===== src/rtl/text_term_pkg.sv =====
// Shared types and constants for the character-terminal front end:
// FSM state encoding, PS/2 set-2 scan codes and default buffer geometry.
package text_term_pkg;

  localparam int COLS_DEFAULT = 70;
  localparam int ROWS_DEFAULT = 30;

  typedef enum logic [2:0] {
    ST_IDLE,
    ST_POP,
    ST_DECODE,
    ST_WRITE,
    ST_CLEAR
  } tt_state_t;

  localparam logic [7:0] SC_BREAK  = 8'hF0;
  localparam logic [7:0] SC_EXT    = 8'hE0;
  localparam logic [7:0] SC_LSHIFT = 8'h12;
  localparam logic [7:0] SC_RSHIFT = 8'h59;
  localparam logic [7:0] SC_ENTER  = 8'h5A;
  localparam logic [7:0] SC_BKSP   = 8'h66;
  localparam logic [7:0] SC_SPACE  = 8'h29;

endpackage


===== src/rtl/text_term_scancode_ascii.sv =====
// Combinational set-2 make-code to ASCII translation for letters, digits and space.
// Digits are only printable unshifted; shifted letters come out upper case.
module scancode_ascii
  import text_term_pkg::*;
(
  input  logic [7:0] code,
  input  logic       shift,
  output logic [7:0] ascii,
  output logic       printable
);

  logic [7:0] letter;
  logic [7:0] digit;

  always_comb begin
    letter = 8'h00;
    unique case (code)
      8'h1C: letter = "a";  8'h32: letter = "b";  8'h21: letter = "c";
      8'h23: letter = "d";  8'h24: letter = "e";  8'h2B: letter = "f";
      8'h34: letter = "g";  8'h33: letter = "h";  8'h43: letter = "i";
      8'h3B: letter = "j";  8'h42: letter = "k";  8'h4B: letter = "l";
      8'h3A: letter = "m";  8'h31: letter = "n";  8'h44: letter = "o";
      8'h4D: letter = "p";  8'h15: letter = "q";  8'h2D: letter = "r";
      8'h1B: letter = "s";  8'h2C: letter = "t";  8'h3C: letter = "u";
      8'h2A: letter = "v";  8'h1D: letter = "w";  8'h22: letter = "x";
      8'h35: letter = "y";  8'h1A: letter = "z";
      default: letter = 8'h00;
    endcase
  end

  always_comb begin
    digit = 8'h00;
    unique case (code)
      8'h45: digit = "0";  8'h16: digit = "1";  8'h1E: digit = "2";
      8'h26: digit = "3";  8'h25: digit = "4";  8'h2E: digit = "5";
      8'h36: digit = "6";  8'h3D: digit = "7";  8'h3E: digit = "8";
      8'h46: digit = "9";
      default: digit = 8'h00;
    endcase
  end

  always_comb begin
    ascii     = 8'h00;
    printable = 1'b0;
    if (letter != 8'h00) begin
      ascii     = shift ? (letter - 8'h20) : letter;
      printable = 1'b1;
    end else if (digit != 8'h00 && !shift) begin
      ascii     = digit;
      printable = 1'b1;
    end else if (code == SC_SPACE) begin
      ascii     = 8'h20;
      printable = 1'b1;
    end
  end

endmodule


===== src/rtl/text_term.sv =====
// Keyboard-to-character-buffer terminal: pops PS/2 bytes, tracks shift/break/extended
// prefixes and writes ASCII at a wrapping hardware cursor, clearing each new row.
module text_term
  import text_term_pkg::*;
#(
  parameter int         COLS  = COLS_DEFAULT,
  parameter int         ROWS  = ROWS_DEFAULT,
  parameter logic [7:0] BLANK = 8'h00
) (
  input  logic        clk,
  input  logic        rst,
  input  logic [7:0]  kb_data,
  input  logic        kb_ready,
  input  logic        kb_overflow,
  output logic        kb_nextdata_n,
  output logic        wr_en,
  output logic [11:0] wr_addr,
  output logic [7:0]  wr_data,
  output logic [6:0]  cursor_col,
  output logic [4:0]  cursor_row,
  output logic [7:0]  key_count,
  output logic        ovf_seen
);

  localparam logic [6:0] LAST_COL = 7'(COLS - 1);
  localparam logic [4:0] LAST_ROW = 5'(ROWS - 1);

  tt_state_t   state_q, state_d;
  logic [7:0]  byte_q, byte_d;
  logic        brk_q, brk_d, ext_q, ext_d, shift_q, shift_d;
  logic [6:0]  col_q, col_d, clr_col_q, clr_col_d;
  logic [4:0]  row_q, row_d;
  logic [7:0]  key_count_q, key_count_d;
  logic        ovf_q, ovf_d;
  logic [7:0]  wr_char_q, wr_char_d;
  logic        wr_print_q, wr_print_d;
  logic        wr_en_q, wr_en_d, pop_n_q, pop_n_d;
  logic [11:0] wr_addr_q, wr_addr_d;
  logic [7:0]  wr_data_q, wr_data_d;

  logic [7:0] ascii;
  logic       printable;
  logic       is_shift_code;
  logic [4:0] row_next;

  scancode_ascii u_map (
    .code      (byte_q),
    .shift     (shift_q),
    .ascii     (ascii),
    .printable (printable)
  );

  assign is_shift_code = (byte_q == SC_LSHIFT) || (byte_q == SC_RSHIFT);
  assign row_next      = (row_q == LAST_ROW) ? 5'd0 : row_q + 5'd1;

  always_ff @(posedge clk) begin
    if (rst) begin
      state_q     <= ST_CLEAR;
      byte_q      <= 8'h00;
      brk_q       <= 1'b0;
      ext_q       <= 1'b0;
      shift_q     <= 1'b0;
      col_q       <= 7'd0;
      row_q       <= 5'd0;
      clr_col_q   <= 7'd0;
      key_count_q <= 8'd0;
      ovf_q       <= 1'b0;
      wr_char_q   <= 8'h00;
      wr_print_q  <= 1'b0;
      wr_en_q     <= 1'b0;
      pop_n_q     <= 1'b1;
      wr_addr_q   <= 12'd0;
      wr_data_q   <= 8'h00;
    end else begin
      state_q     <= state_d;
      byte_q      <= byte_d;
      brk_q       <= brk_d;
      ext_q       <= ext_d;
      shift_q     <= shift_d;
      col_q       <= col_d;
      row_q       <= row_d;
      clr_col_q   <= clr_col_d;
      key_count_q <= key_count_d;
      ovf_q       <= ovf_d;
      wr_char_q   <= wr_char_d;
      wr_print_q  <= wr_print_d;
      wr_en_q     <= wr_en_d;
      pop_n_q     <= pop_n_d;
      wr_addr_q   <= wr_addr_d;
      wr_data_q   <= wr_data_d;
    end
  end

  always_comb begin
    state_d = state_q;
    unique case (state_q)
      ST_IDLE:   if (kb_ready) state_d = ST_POP;
      ST_POP:    state_d = ST_DECODE;
      ST_DECODE: begin
        if (byte_q == SC_BREAK || byte_q == SC_EXT || ext_q || brk_q || is_shift_code)
          state_d = ST_IDLE;
        else if (byte_q == SC_ENTER)
          state_d = ST_CLEAR;
        else if (byte_q == SC_BKSP)
          state_d = (col_q != 7'd0) ? ST_WRITE : ST_IDLE;
        else
          state_d = printable ? ST_WRITE : ST_IDLE;
      end
      ST_WRITE:  state_d = (wr_print_q && col_q == LAST_COL) ? ST_CLEAR : ST_IDLE;
      // Right after reset the clear has no write outstanding yet, so it waits one cycle.
      ST_CLEAR:  if (wr_en_q && clr_col_q == LAST_COL) state_d = ST_IDLE;
      default:   state_d = ST_IDLE;
    endcase
  end

  always_comb begin
    byte_d      = byte_q;
    brk_d       = brk_q;
    ext_d       = ext_q;
    shift_d     = shift_q;
    col_d       = col_q;
    row_d       = row_q;
    clr_col_d   = clr_col_q;
    key_count_d = key_count_q;
    wr_char_d   = wr_char_q;
    wr_print_d  = wr_print_q;
    ovf_d       = ovf_q | kb_overflow;
    unique case (state_q)
      ST_IDLE: if (kb_ready) byte_d = kb_data;
      ST_DECODE: begin
        if (byte_q == SC_BREAK) begin
          brk_d = 1'b1;
        end else if (byte_q == SC_EXT) begin
          ext_d = 1'b1;
        end else if (ext_q) begin
          ext_d = 1'b0;
          brk_d = 1'b0;
        end else if (brk_q) begin
          brk_d = 1'b0;
          if (is_shift_code) shift_d = 1'b0;
        end else if (is_shift_code) begin
          shift_d = 1'b1;
        end else if (byte_q == SC_ENTER) begin
          col_d     = 7'd0;
          row_d     = row_next;
          clr_col_d = 7'd0;
        end else if (byte_q == SC_BKSP) begin
          if (col_q != 7'd0) col_d = col_q - 7'd1;
          wr_char_d  = BLANK;
          wr_print_d = 1'b0;
        end else begin
          wr_char_d  = ascii;
          wr_print_d = 1'b1;
        end
      end
      ST_WRITE: begin
        // An erase leaves the cursor on the blanked cell.
        if (wr_print_q) begin
          key_count_d = key_count_q + 8'd1;
          if (col_q == LAST_COL) begin
            col_d     = 7'd0;
            row_d     = row_next;
            clr_col_d = 7'd0;
          end else begin
            col_d = col_q + 7'd1;
          end
        end
      end
      ST_CLEAR: if (wr_en_q && clr_col_q != LAST_COL) clr_col_d = clr_col_q + 7'd1;
      default: ;
    endcase
  end

  always_comb begin
    wr_en_d   = (state_d == ST_WRITE) || (state_d == ST_CLEAR);
    pop_n_d   = (state_d != ST_POP);
    wr_addr_d = {row_d, (state_d == ST_CLEAR) ? clr_col_d : col_d};
    wr_data_d = (state_d == ST_WRITE) ? wr_char_d : BLANK;
  end

  assign kb_nextdata_n = pop_n_q;
  assign wr_en         = wr_en_q;
  assign wr_addr       = wr_addr_q;
  assign wr_data       = wr_data_q;
  assign cursor_col    = col_q;
  assign cursor_row    = row_q;
  assign key_count     = key_count_q;
  assign ovf_seen      = ovf_q;

endmodule


===== config.mk =====
export PLATFORM = sky130hd
export DESIGN_NAME = text_term
export DESIGN_NICKNAME = d
export VERILOG_FILES = /design/src/rtl/text_term_pkg.sv /design/src/rtl/text_term_scancode_ascii.sv /design/src/rtl/text_term.sv
export SDC_FILE = /design/constraint.sdc
export NUM_CORES = 1
export LEC_CHECK = 0
export ABC_AREA = 1
export CORE_MARGIN = 3
export CORE_UTILIZATION = 40
export DETAILED_ROUTE_END_ITERATION = 8
export DONT_BUFFER_PORTS = 1
export PLACE_DENSITY = 0.61
export SLEW_MARGIN = 20
export SYNTH_ARGS = -nofsm -noshare
export SYNTH_HDL_FRONTEND = slang
export SYNTH_SLANG_ARGS = --single-unit

===== constraint.sdc =====
create_clock -name clk -period 6.43 [get_ports clk]
set_clock_uncertainty 0.15 [all_clocks]
set_input_delay 0.3215 -clock clk [delete_from_list [all_inputs] [get_ports clk]]
set_output_delay 0.3215 -clock clk [all_outputs]
set_load 0.05 [all_outputs]

==> impl_metrics.toml <==
[critical_path]
r2r_start = "state_q[0]"
worst_setup_path_end_kind = "flop"
worst-path-buf-inv = 1
r2r_setup_slack_ps = 3480
cp-startpoint = "state_q[0]"
path_delay_family = "simple AND/OR/NAND/NOR gates"
path_cells = "nor2_2, nand3_2, nor2_1, nor3_1, inv_1, ha_1, nand4_1, nand2_1, nand2_1, nand3_1, nand2_1, nand2_1, nand2_1, nand2_1"
cp.arrival_ps = 3040
path_depth = 14
crit_path_max_fanout = 13
cp_common_cell = "nand2_1"
critPathKind = "reg2reg"
reg2reg_depth = 14
critPathLaunchType = "flop"
critical_path_required_ps = 6520
critPathMaxStageDelay_ps = 450
critPathSlowestCell = "nor3_1"

[hold_path]
min_to = "byte_q[7]"
hold_class = "in2reg"
min_path_cells = 2
min_from = "kb_data[7]"

[route]
vias_per_cell = 5.31
drtAntennaViolNets = 0
num_vias = 4512
wl_per_cell_um = 14.7
first_iter_violations = 448
drc = 0
first_pass_iters = 5
wirelength_um = 12500

[cells_and_area]
fin_util_pct = 45.5
area_delta_synth_final_pct = 8.37
drive_gt1_share_pct = 8.59
fin_nets = 736
antenna_cells = 0

[synthesis]
yosys.area.top_type = "dfxtp_1"
synth_flop_cell = "dfxtp_1"
syn-num-nets = 741
ys_warn_count = 0
syn_area_per_cell_um2 = 6.54
ys_seq_area_share_pct = 31.9
ys_seq_elements = 74
synthTopCellsByArea = "dfxtp_1 32%, nand2_1 16%, inv_1 6.7%"
synth_async_sr_flop_share_pct = 0
mappedNetlistArea_mm2 = 0.00465
synth_edf_count = 0
synth_common_cells = "197 x nand2_1, 83 x inv_1, 78 x nor2_1, 74 x dfxtp_1, 51 x nand3_1"
yosysTopAreaCellShare_pct = 31.9
synth_most_common_cell = "nand2_1"
syn_inst = 711
synth_cell_type_count = 48

[global_routing]
grt_antenna_before_repair = 0
grt_pass1_wl_um = 21100
grt_use_total_pct = 20.0
grt_pass1_vias = 4359
overflow = 0
grt_max_degree = 29

[outcome]
status = "finished, final reports clean"

[power]
leakagePower_nw = 2.25
ir_drop_mv = 0.147
total_power_mw = 1.03
power_density_mw_per_mm2 = 205

[floorplan]
start_util_pct = 41.9
die_w_um = 114
dieArea_mm2 = 0.0129
rows = 38
fp.dieH_um = 114
core_region_area_mm2 = 0.0111
num_io_pins = 55

[clock_tree]
cts_buffers = 9
cts_buffer_depth = 2
cts_setup_buffers = 0
cts_resized = 0
clock-sinks = 74
clk_pin_slew_worst_paths_ps = 60
clock_latency_ps = 340
cts_tree = "built"
clockRootBuffer = "clkbuf_16"
htreeDepth = 3

[job]
maxCapViolations = 0

[sta]
post-route-period-util_pct = 45.9
fmaxAchievable_mhz = 339
finalSetupTns_ps = 0
drv_slew = 0
setup-violations-final = 0
tightestPinTransition_ps = 1090
holdWs_ps = 52.3
rsz0062_at_grt = "false"
maxSlewHeadroom_pct = 27.0
final_hold_viol_count = 0
final.min_clock_period_ps = 2950

[placed_design]
gp_congestion = 0.954
portBuffers = 0
dp_hpwl_um = 9380
==> cell usage in the layout (no fill, tap or decap), drive strengths merged, types with 3 or more instances in the layout <==
master and instances:
nand2 204, a31oi 3, a22oi 3, ha 18
o211ai 7, a21boi 5, clkbuf 10, o21ai 45
a21oi 37, nand3 55, nand4 13, dfxtp 74
inv 94, xor2 5, nor3 20, nor2 91
==> report_power, final <==
part / total, mW / switching (mW) / internal, mW
sequential: 0.476 / 0.0128 / 0.463
combinational: 0.0256 / 0.0169 / 0.00870
clock: 0.534 / 0.196 / 0.338
==> logic make-up (layout without fill, tap and decap cells) <==
logic type	after synthesis	in the layout	share of synthesized area, %
simple gates	391	391	37.9
buf+inv	112	111	10.4
compound gates	110	110	13.8
flops	74	74	31.9
fa+ha+maj	18	18	4.85
xor+xnor	6	6	1.13
==> routing by layer <==
| metal | wire (µm) | global-route usage [%] |
|---|---|---|
| met5 | 0 | 0 |
| met4 | 369 | 9.18 |
| met3 | 607 | 3.61 |
| met2 | 6050 | 33.6 |
| met1 | 5450 | 24.8 |
==> final cells by class <==
type	count	area [µm²]
Tap cell	140	175
Clock buffer	10	229
Clock inverter	5	78.8
Fill cell	1166	6040
Inverter	93	352
Multi-Input combinational cell	525	2680
Timing Repair Buffer	3	37.5
Sequential cell	74	1480
==> worst reg2reg max path, cell delays in order, from the launching register on <==
cell and delay, ps:
dfxtp_1 440, nor2_2 80, nand3_2 300, nor2_1 110
nor3_1 450, inv_1 170, ha_1 250, nand4_1 250
nand2_1 150, nand2_1 130, nand3_1 90, nand2_1 90
nand2_1 70, nand2_1 70, nand2_1 50
==> per-stage QoR <==
| step | instances | cell area (µm²) | setup slack [ps] |
|---|---|---|---|
| floorplan | 711 | 4650 | 4120 |
| global placement | 833 | 4700 | 3450 |
| detailed placement | 833 | 4700 | 3470 |
| CTS | 850 | 5030 | 3440 |
| global route | 850 | 5040 | 3160 |
| finish | 850 | 5040 | 3480 |
==> how the worst max path moves through the flow <==
stage	endpoint	slack, ps
detailed placement	flop	3470
CTS	flop	3440
global route	flop	3160
global placement	flop	3450
floorplan	flop	4120
finish	flop	3480
==> timing repair <==
item                                   4_1_cts  5_1_grt
setup endpoints to repair                    0        0
endpoints found under the hold margin       28        0
hold buffers                                 2        0
Power figures use the tool's default switching activity.
